$ cat src/rtl/uart_tx_param.sv
`default_nettype none
// ============================================================================
// Module   : uart_tx_param
// Brief    : Parameterised UART / RS-485 transmitter, optional parity, 1-2 stops
// Revision : 1.0
// ============================================================================
module uart_tx_param #(
  parameter int DATA_BITS    = 8,
  parameter int PARITY       = 0,
  parameter int STOP_BITS    = 1,
  parameter int CLKS_PER_BIT = 4
) (
  input  logic                 clk,
  input  logic                 RST,
  input  logic [DATA_BITS-1:0] data,
  input  logic                 valid,
  output logic                 ready,
  output logic                 rs485_tx,
  output logic                 rs485_de,
  output logic                 busy,
  output logic                 done
);

  localparam int                BAUD_W    = (CLKS_PER_BIT > 1) ? $clog2(CLKS_PER_BIT) : 1;
  localparam logic [BAUD_W-1:0] BAUD_LAST = BAUD_W'(CLKS_PER_BIT - 1);
  localparam logic [3:0]        BIT_LAST  = 4'(DATA_BITS - 1);
  localparam logic              STOP_LAST = 1'(STOP_BITS - 1);
  localparam logic              PAR_ODD   = (PARITY == 2);
  localparam logic              PAR_EN    = (PARITY != 0);

  localparam logic [2:0] S_IDLE  = 3'd0;
  localparam logic [2:0] S_START = 3'd1;
  localparam logic [2:0] S_DATA  = 3'd2;
  localparam logic [2:0] S_PAR   = 3'd3;
  localparam logic [2:0] S_STOP  = 3'd4;

  logic [2:0]           state_q, state_d;
  logic [BAUD_W-1:0]    baud_q, baud_d;
  logic [3:0]           bit_idx_q, bit_idx_d;
  logic                 stop_idx_q, stop_idx_d;
  logic [DATA_BITS-1:0] shift_q, shift_d;
  logic                 parity_q, parity_d;
  logic                 tx_q, tx_d;
  logic                 de_q, de_d;
  logic                 ready_q, ready_d;
  logic                 busy_q, busy_d;
  logic                 done_q, done_d;
  logic                 bit_end;

  assign bit_end = (baud_q == BAUD_LAST);

  always_comb begin
    state_d    = state_q;
    baud_d     = baud_q;
    bit_idx_d  = bit_idx_q;
    stop_idx_d = stop_idx_q;
    shift_d    = shift_q;
    parity_d   = parity_q;
    tx_d       = tx_q;
    de_d       = de_q;
    ready_d    = ready_q;
    busy_d     = busy_q;
    done_d     = 1'b0;

    if (state_q != S_IDLE) begin
      baud_d = bit_end ? '0 : baud_q + 1'b1;
    end

    case (state_q)
      S_IDLE: begin
        tx_d = 1'b1;
        de_d = 1'b0;
        // ready is still low on the first edge after reset, so nothing is accepted there
        if (valid && ready_q) begin
          state_d  = S_START;
          shift_d  = data;
          parity_d = (^data) ^ PAR_ODD;
          baud_d   = '0;
          tx_d     = 1'b0;
          de_d     = 1'b1;
          ready_d  = 1'b0;
          busy_d   = 1'b1;
        end else begin
          ready_d = 1'b1;
          busy_d  = 1'b0;
        end
      end
      S_START: begin
        if (bit_end) begin
          state_d   = S_DATA;
          bit_idx_d = '0;
          tx_d      = shift_q[0];
          shift_d   = shift_q >> 1;
        end
      end
      S_DATA: begin
        if (bit_end) begin
          if (bit_idx_q == BIT_LAST) begin
            if (PAR_EN) begin
              state_d = S_PAR;
              tx_d    = parity_q;
            end else begin
              state_d    = S_STOP;
              stop_idx_d = 1'b0;
              tx_d       = 1'b1;
            end
          end else begin
            bit_idx_d = bit_idx_q + 4'd1;
            tx_d      = shift_q[0];
            shift_d   = shift_q >> 1;
          end
        end
      end
      S_PAR: begin
        if (bit_end) begin
          state_d    = S_STOP;
          stop_idx_d = 1'b0;
          tx_d       = 1'b1;
        end
      end
      S_STOP: begin
        if (bit_end) begin
          if (stop_idx_q == STOP_LAST) begin
            state_d = S_IDLE;
            tx_d    = 1'b1;
            de_d    = 1'b0;
            ready_d = 1'b1;
            busy_d  = 1'b0;
            done_d  = 1'b1;
          end else begin
            stop_idx_d = 1'b1;
          end
        end
      end
      default: begin
        state_d = S_IDLE;
        tx_d    = 1'b1;
        de_d    = 1'b0;
        ready_d = 1'b0;
        busy_d  = 1'b0;
      end
    endcase
  end

  always_ff @(posedge clk or posedge RST) begin
    if (RST) begin
      state_q    <= S_IDLE;
      baud_q     <= '0;
      bit_idx_q  <= '0;
      stop_idx_q <= 1'b0;
      shift_q    <= '0;
      parity_q   <= 1'b0;
      tx_q       <= 1'b1;
      de_q       <= 1'b0;
      ready_q    <= 1'b0;
      busy_q     <= 1'b0;
      done_q     <= 1'b0;
    end else begin
      state_q    <= state_d;
      baud_q     <= baud_d;
      bit_idx_q  <= bit_idx_d;
      stop_idx_q <= stop_idx_d;
      shift_q    <= shift_d;
      parity_q   <= parity_d;
      tx_q       <= tx_d;
      de_q       <= de_d;
      ready_q    <= ready_d;
      busy_q     <= busy_d;
      done_q     <= done_d;
    end
  end

  assign ready    = ready_q;
  assign busy     = busy_q;
  assign done     = done_q;
  assign rs485_tx = tx_q;
  assign rs485_de = de_q;

endmodule
`default_nettype wire

$ cat config.mk
export PLATFORM = sky130hd
export DESIGN_NAME = uart_tx_param
export DESIGN_NICKNAME = d
export VERILOG_FILES = /design/src/rtl/uart_tx_param.sv
export SDC_FILE = /design/constraint.sdc
export NUM_CORES = 1
export LEC_CHECK = 0
export CAP_MARGIN = 40
export CORE_MARGIN = 3
export CORE_UTILIZATION = 25
export CTS_CLUSTER_SIZE = 20
export DETAILED_ROUTE_END_ITERATION = 8
export HOLD_SLACK_MARGIN = 0.12
export SLEW_MARGIN = 5
export SYNTH_ARGS = -nofsm -noshare
export SYNTH_HDL_FRONTEND = slang
export SYNTH_SLANG_ARGS = --single-unit
$ cat constraint.sdc
create_clock -name clk -period 2.55 [get_ports clk]
set_clock_uncertainty 0.2 [all_clocks]
set_input_delay 0.51 -clock clk [delete_from_list [all_inputs] [get_ports clk]]
set_output_delay 0.51 -clock clk [all_outputs]
set_load 0.005 [all_outputs]
# Word level (Yosys, flattened, before mapping)
# Cells that the tools add are included.
[op_classes] n_reduce_logical=13 mux=43 n_bitwise=1 addsub=2 n_eq_ne=14
[ops] operator="2-to-1 mux 8 bit" n=4
[ops] operator="case mux 8 bit (3 select lines)" n=1
[ops] operator="2-to-1 mux 3 bit" n=7
[ops] operator="2-to-1 mux 1 bit" n=18
[ops] operator="!= test 2 bit (second input constant)" n=8
[ops] operator="case mux 3 bit (5 select lines)" n=1
[ops] operator="AND reduction 5 bit" n=3
[ops] operator="2-to-1 mux 4 bit" n=3
[ops] operator="case mux 1 bit (3 select lines)" n=3
[ops] operator="nonzero test 3 bit" n=3
[ops] operator="2-to-1 mux 2 bit" n=4
[ops] operator="case mux 4 bit (2 select lines)" n=1
[ops] operator="AND reduction 7 bit" n=1
[ops] operator="== test 3 x 2 -> 1 bit (second input constant)" n=2
[ops] operator="case mux 1 bit (5 select lines)" n=1
[ops] operator="adder 4 x 1 -> 4 bit (second input constant)" n=1
[ops] operator="== test 4 x 3 -> 1 bit (second input constant)" n=1
[ops] operator="AND reduction 4 bit" n=1
[ops] operator="== test 3 x 1 -> 1 bit (second input constant)" n=1
[ops] operator="== test 3 bit (second input constant)" n=1
[ops] operator="zero test 3 bit" n=1
[ops] operator="AND reduction 3 bit" n=1
[ops] operator="OR reduction 3 bit" n=1
[ops] operator="adder 2 x 1 -> 2 bit (second input constant)" n=1
[ops] operator="other kinds (4)" n=4
[totals] output_inout_bits=5 in_bits=11 register_bits=22 wordCells=82

# Logic depth before layout (Yosys ltp)
[logic_depth] depth_word=5 depth_mapped=6 depth_no_buf=5

# Least setup slack after synthesis
# No wires, ideal clock.
[synth_timing] path_type="register -> register" startpoint="reg bit_idx_q[0]" endpoint="reg shift_q[0]" path_stages_with_launch=6 setup_ns=0.125 period_less_slack_ns=1.879 arrival_time_ns=1.555 n_path_buf=0 required_ns=2.225 setup_slack_ns=0.671 cell_sequence="dfrtp_1 > ha_1 > nand3b_1 > nand4b_1 > a31oi_4 > mux2_2"
[synth_between] elab_chain_cells=3
[synth_lines] element="start: declaration" line="39" rtl="logic [3:0] bit_idx_q, bit_idx_d;"
[synth_lines] element="start signal: assignment" line="161" rtl="bit_idx_q <= bit_idx_d;"
[synth_lines] element="== test 4 x 3 -> 1 bit" line="98" rtl="if (bit_idx_q == BIT_LAST) begin"
[synth_lines] element="!= test 2 bit (no source line)"
[synth_lines] element="AND reduction 5 bit (no source line)"
[synth_lines] element="end signal: assignment" line="163" rtl="shift_q <= shift_d;"
[synth_lines] element="end: declaration" line="41" rtl="logic [DATA_BITS-1:0] shift_q, shift_d;"
# Every way passes these cells.
# A chain may end at the register's enable or synchronous reset.

# Worst setup path after layout
[layout_timing] startpoint="reg bit_idx_q[0]" endpoint="reg shift_q[5]"
# Same word-level chain as after synthesis.

==> flow_summary.toml <==
[run_status]
status = "finished clean"

[yosys]
ys_seq_area_frac = 0.458
syn_nets = 121
yosys_most_used_dff = "dfrtp_1"
synth_top_cell_by_area = "dfrtp_1"
syn-cell-area_um2 = 1150
synth.area.top_cells = "dfrtp_1 43%, mux2_2 15%, o21ai_0 4.3%"
synth-seq-cells = 21
synth_area_per_cell_um2 = 10.7
synthArstFlopShare = 1.00
yosysTopAreaCellShare = 0.435
yosys.cell_types.count = 38
synth_edf_count = 0
syn-instance-count = 108
yosysWarnings = 0

[sta]
worst_slew_pin_slew_ps = 431
whs_ps = 302
min_period_ps = 2080
final.setup.worst_slack_ps = 471
fin_tns_setup_ps = 0
period_share = 0.815
final_hold_viol_count = 0
setup_viol = 0
fmax_ghz = 0.481
rsz0062_at_grt = "no"
final_max_slew_viol_count = 0
slew_headroom = 0.710

[setup_path]
cp-start-kind = "flip-flop"
worst-setup-path-type = "flip-flop to flip-flop"
worst-r2r-setup-slack_ps = 470
crit_fanout = 8
r2r_cells = 5
rr_startpoint = "bit_idx_q[0]$_DFFE_PP0P_"
regToRegEndpoint = "shift_q[5]$_DFFE_PP0P_"
cp.arrival_ps = 2020
end_kind = "flip-flop"
cp.required_ps = 2490

[clocking]
cts_tree = "done"
clk-insertion-delay-late_ps = 250
clk_path_buf_depth = 2
path_clk_slew_ps = 80
postCtsSetupRepairBufs = 0
cts.root.buffer_cell = "clkbuf_8"
cts_hold_buf = 0
cts_buffers = 3
cts.htree.levels = 1
cts_resized = 0
cts_sinks = 21

[cells_and_area]
syn_to_final_growth_pct = 20.2
drive_above_1_share = 0.246
mostFrequentLayoutCell = "dfrtp_1"
final_area_um2 = 1380
nFillCells = 444
final_net_count = 136
final_cell_mix = "20 x dfrtp_1, 15 x mux2_2, 15 x clkdlybuf4s50_1, 10 x o21ai_0, 8 x nand2_1"
diodes = 0
utilization = 0.313

[die]
core_area_um2 = 4410
initial_core_util = 0.261
die_h_um = 73.9
rows = 24
ios = 16
dieArea_um2 = 5450
die_w_um = 73.9

[route]
first_pass_iters = 4
wire_per_inst_um = 12.5
post-route-drc-count = 0
vias_per_cell = 4.74
dr_total_vias = 825
dr.first_iter.drc_count = 37
finalWirelength_mm = 2.18
final_antenna_net_count = 0

[global_route]
grt-ovfl-total = 0
grt_pass1_wl_mm = 3.67
antenna_found_initial = 0
grt_max_degree = 22
grt_pass1_vias = 827
globalRouteTotalUtil = 0.0861

[power]
p_sw_mw = 0.602
power.sequential.fraction = 0.385
switching_share = 0.366
p_comb_frac = 0.487
p_int_mw = 1.04
leakage_nw = 0.561
p_clk_frac = 0.128
ir_worst_vdd_mv = 0.352
p_per_area_nw_per_um2 = 1190

[hold_path]
hold_start = "baud_q[0]$_DFF_PP0_"
hold_path.class = "flip-flop to flip-flop"
whs_path_depth = 1
worst_hold_path.endpoint = "baud_q[0]$_DFF_PP0_"

[run]
timing.max_cap.violations = 0

[placed_design]
dpl_cell_area_um2 = 1340
io_buffers = 15
dp_hpwl_mm = 1.62
routabilityCongestion = 0.813
post-place-ws_ps = 350
-- synth_stat cells (2+ instances only) --
cell      count
ha_1          2
a211oi_1      2
buf_4         2
clkbuf_1      2
dfrtp_1      20
inv_1         2
nand3b_1      2
nand3_1       6
nand2b_1      3
a21oi_1       3
o21ai_0      10
nor2_2        2
buf_2         2
nand2_1       8
o31ai_1       2
mux2_2       15
nor2_1        4
-- registers in the layout, indices dropped and copies added (netlist names) --
signal / count
state_q: 3
ready: 1
rs485_tx: 1
shift_q: 8
baud_q: 2
busy: 1
done: 1
bit_idx_q: 4
-- worst max-delay path by stage --
stage | start | end | slack (ps) | depth (start not counted)
after floorplan | bit_idx_q[0]$_DFFE_PP0P_ | shift_q[0]$_DFFE_PP0P_ | 670 | 5
after global placement | valid | shift_q[0]$_DFFE_PP0P_ | 370 | 4
after detailed placement | valid | shift_q[2]$_DFFE_PP0P_ | 350 | 4
after CTS | bit_idx_q[0]$_DFFE_PP0P_ | shift_q[5]$_DFFE_PP0P_ | 460 | 5
after global routing | bit_idx_q[0]$_DFFE_PP0P_ | shift_q[0]$_DFFE_PP0P_ | 330 | 5
final | bit_idx_q[0]$_DFFE_PP0P_ | shift_q[5]$_DFFE_PP0P_ | 470 | 5
-- metrics by stage --
stage               std cells  total power [mW]
detailed placement        170              1.45
floorplan                 108              1.27
global placement          170              1.41
finish                    174              1.65
CTS                       174              1.67
global route              174              1.80
-- metal layers --
layer | part of all wire | GRT usage | vias up | wire (µm)
li1 | - | - | 415 | -
met1 | 0.45 | 0.106 | 394 | 989
met2 | 0.49 | 0.152 | 14 | 1070
met3 | 0.046 | 0.0205 | 2 | 100
met4 | 0.0092 | 0.0181 | 0 | 20
met5 | 0 | 0 | - | 0
-- cell families after synthesis --
group,count (synthesis),share of synthesized area
multiplexers,15,0.147
buffers and inverters,9,0.0446
XOR/XNOR,1,0.00761
AO/OA/AOI/OAI,25,0.147
adder cells (fa/ha/maj),2,0.0217
AND/OR/NAND/NOR,35,0.175
flip-flops,21,0.458
-- worst max-delay path, stage by stage (launching register included) --
cell      delay, ps
dfrtp_1         410
ha_1            250
nand3b_1        220
nand4b_1        200
a31oi_4         320
mux2_2          380
-- power groups by stage --
stage | Clock, mW | Sequential [mW] | Combinational [mW]
final | 0.211 | 0.634 | 0.801
after global routing | 0.234 | 0.660 | 0.910
after CTS | 0.222 | 0.634 | 0.814
after detailed placement | 0 | 0.640 | 0.813
after global placement | 0 | 0.626 | 0.780
after floorplan | 0 | 0.578 | 0.687
-- final cells by class --
| type | instances | area (µm²) | area share |
|---|---|---|---|
| multi-input combinational | 78 | 573 | 0.414 |
| clock buffer | 3 | 41.3 | 0.0298 |
| clock inverter | 1 | 5.00 | 0.00362 |
| timing repair buffer | 17 | 165 | 0.119 |
| sequential | 21 | 527 | 0.381 |
| tap | 52 | 65.1 | 0.0470 |
| inverter | 2 | 7.51 | 0.00542 |
Power figures use the tool's default switching activity.
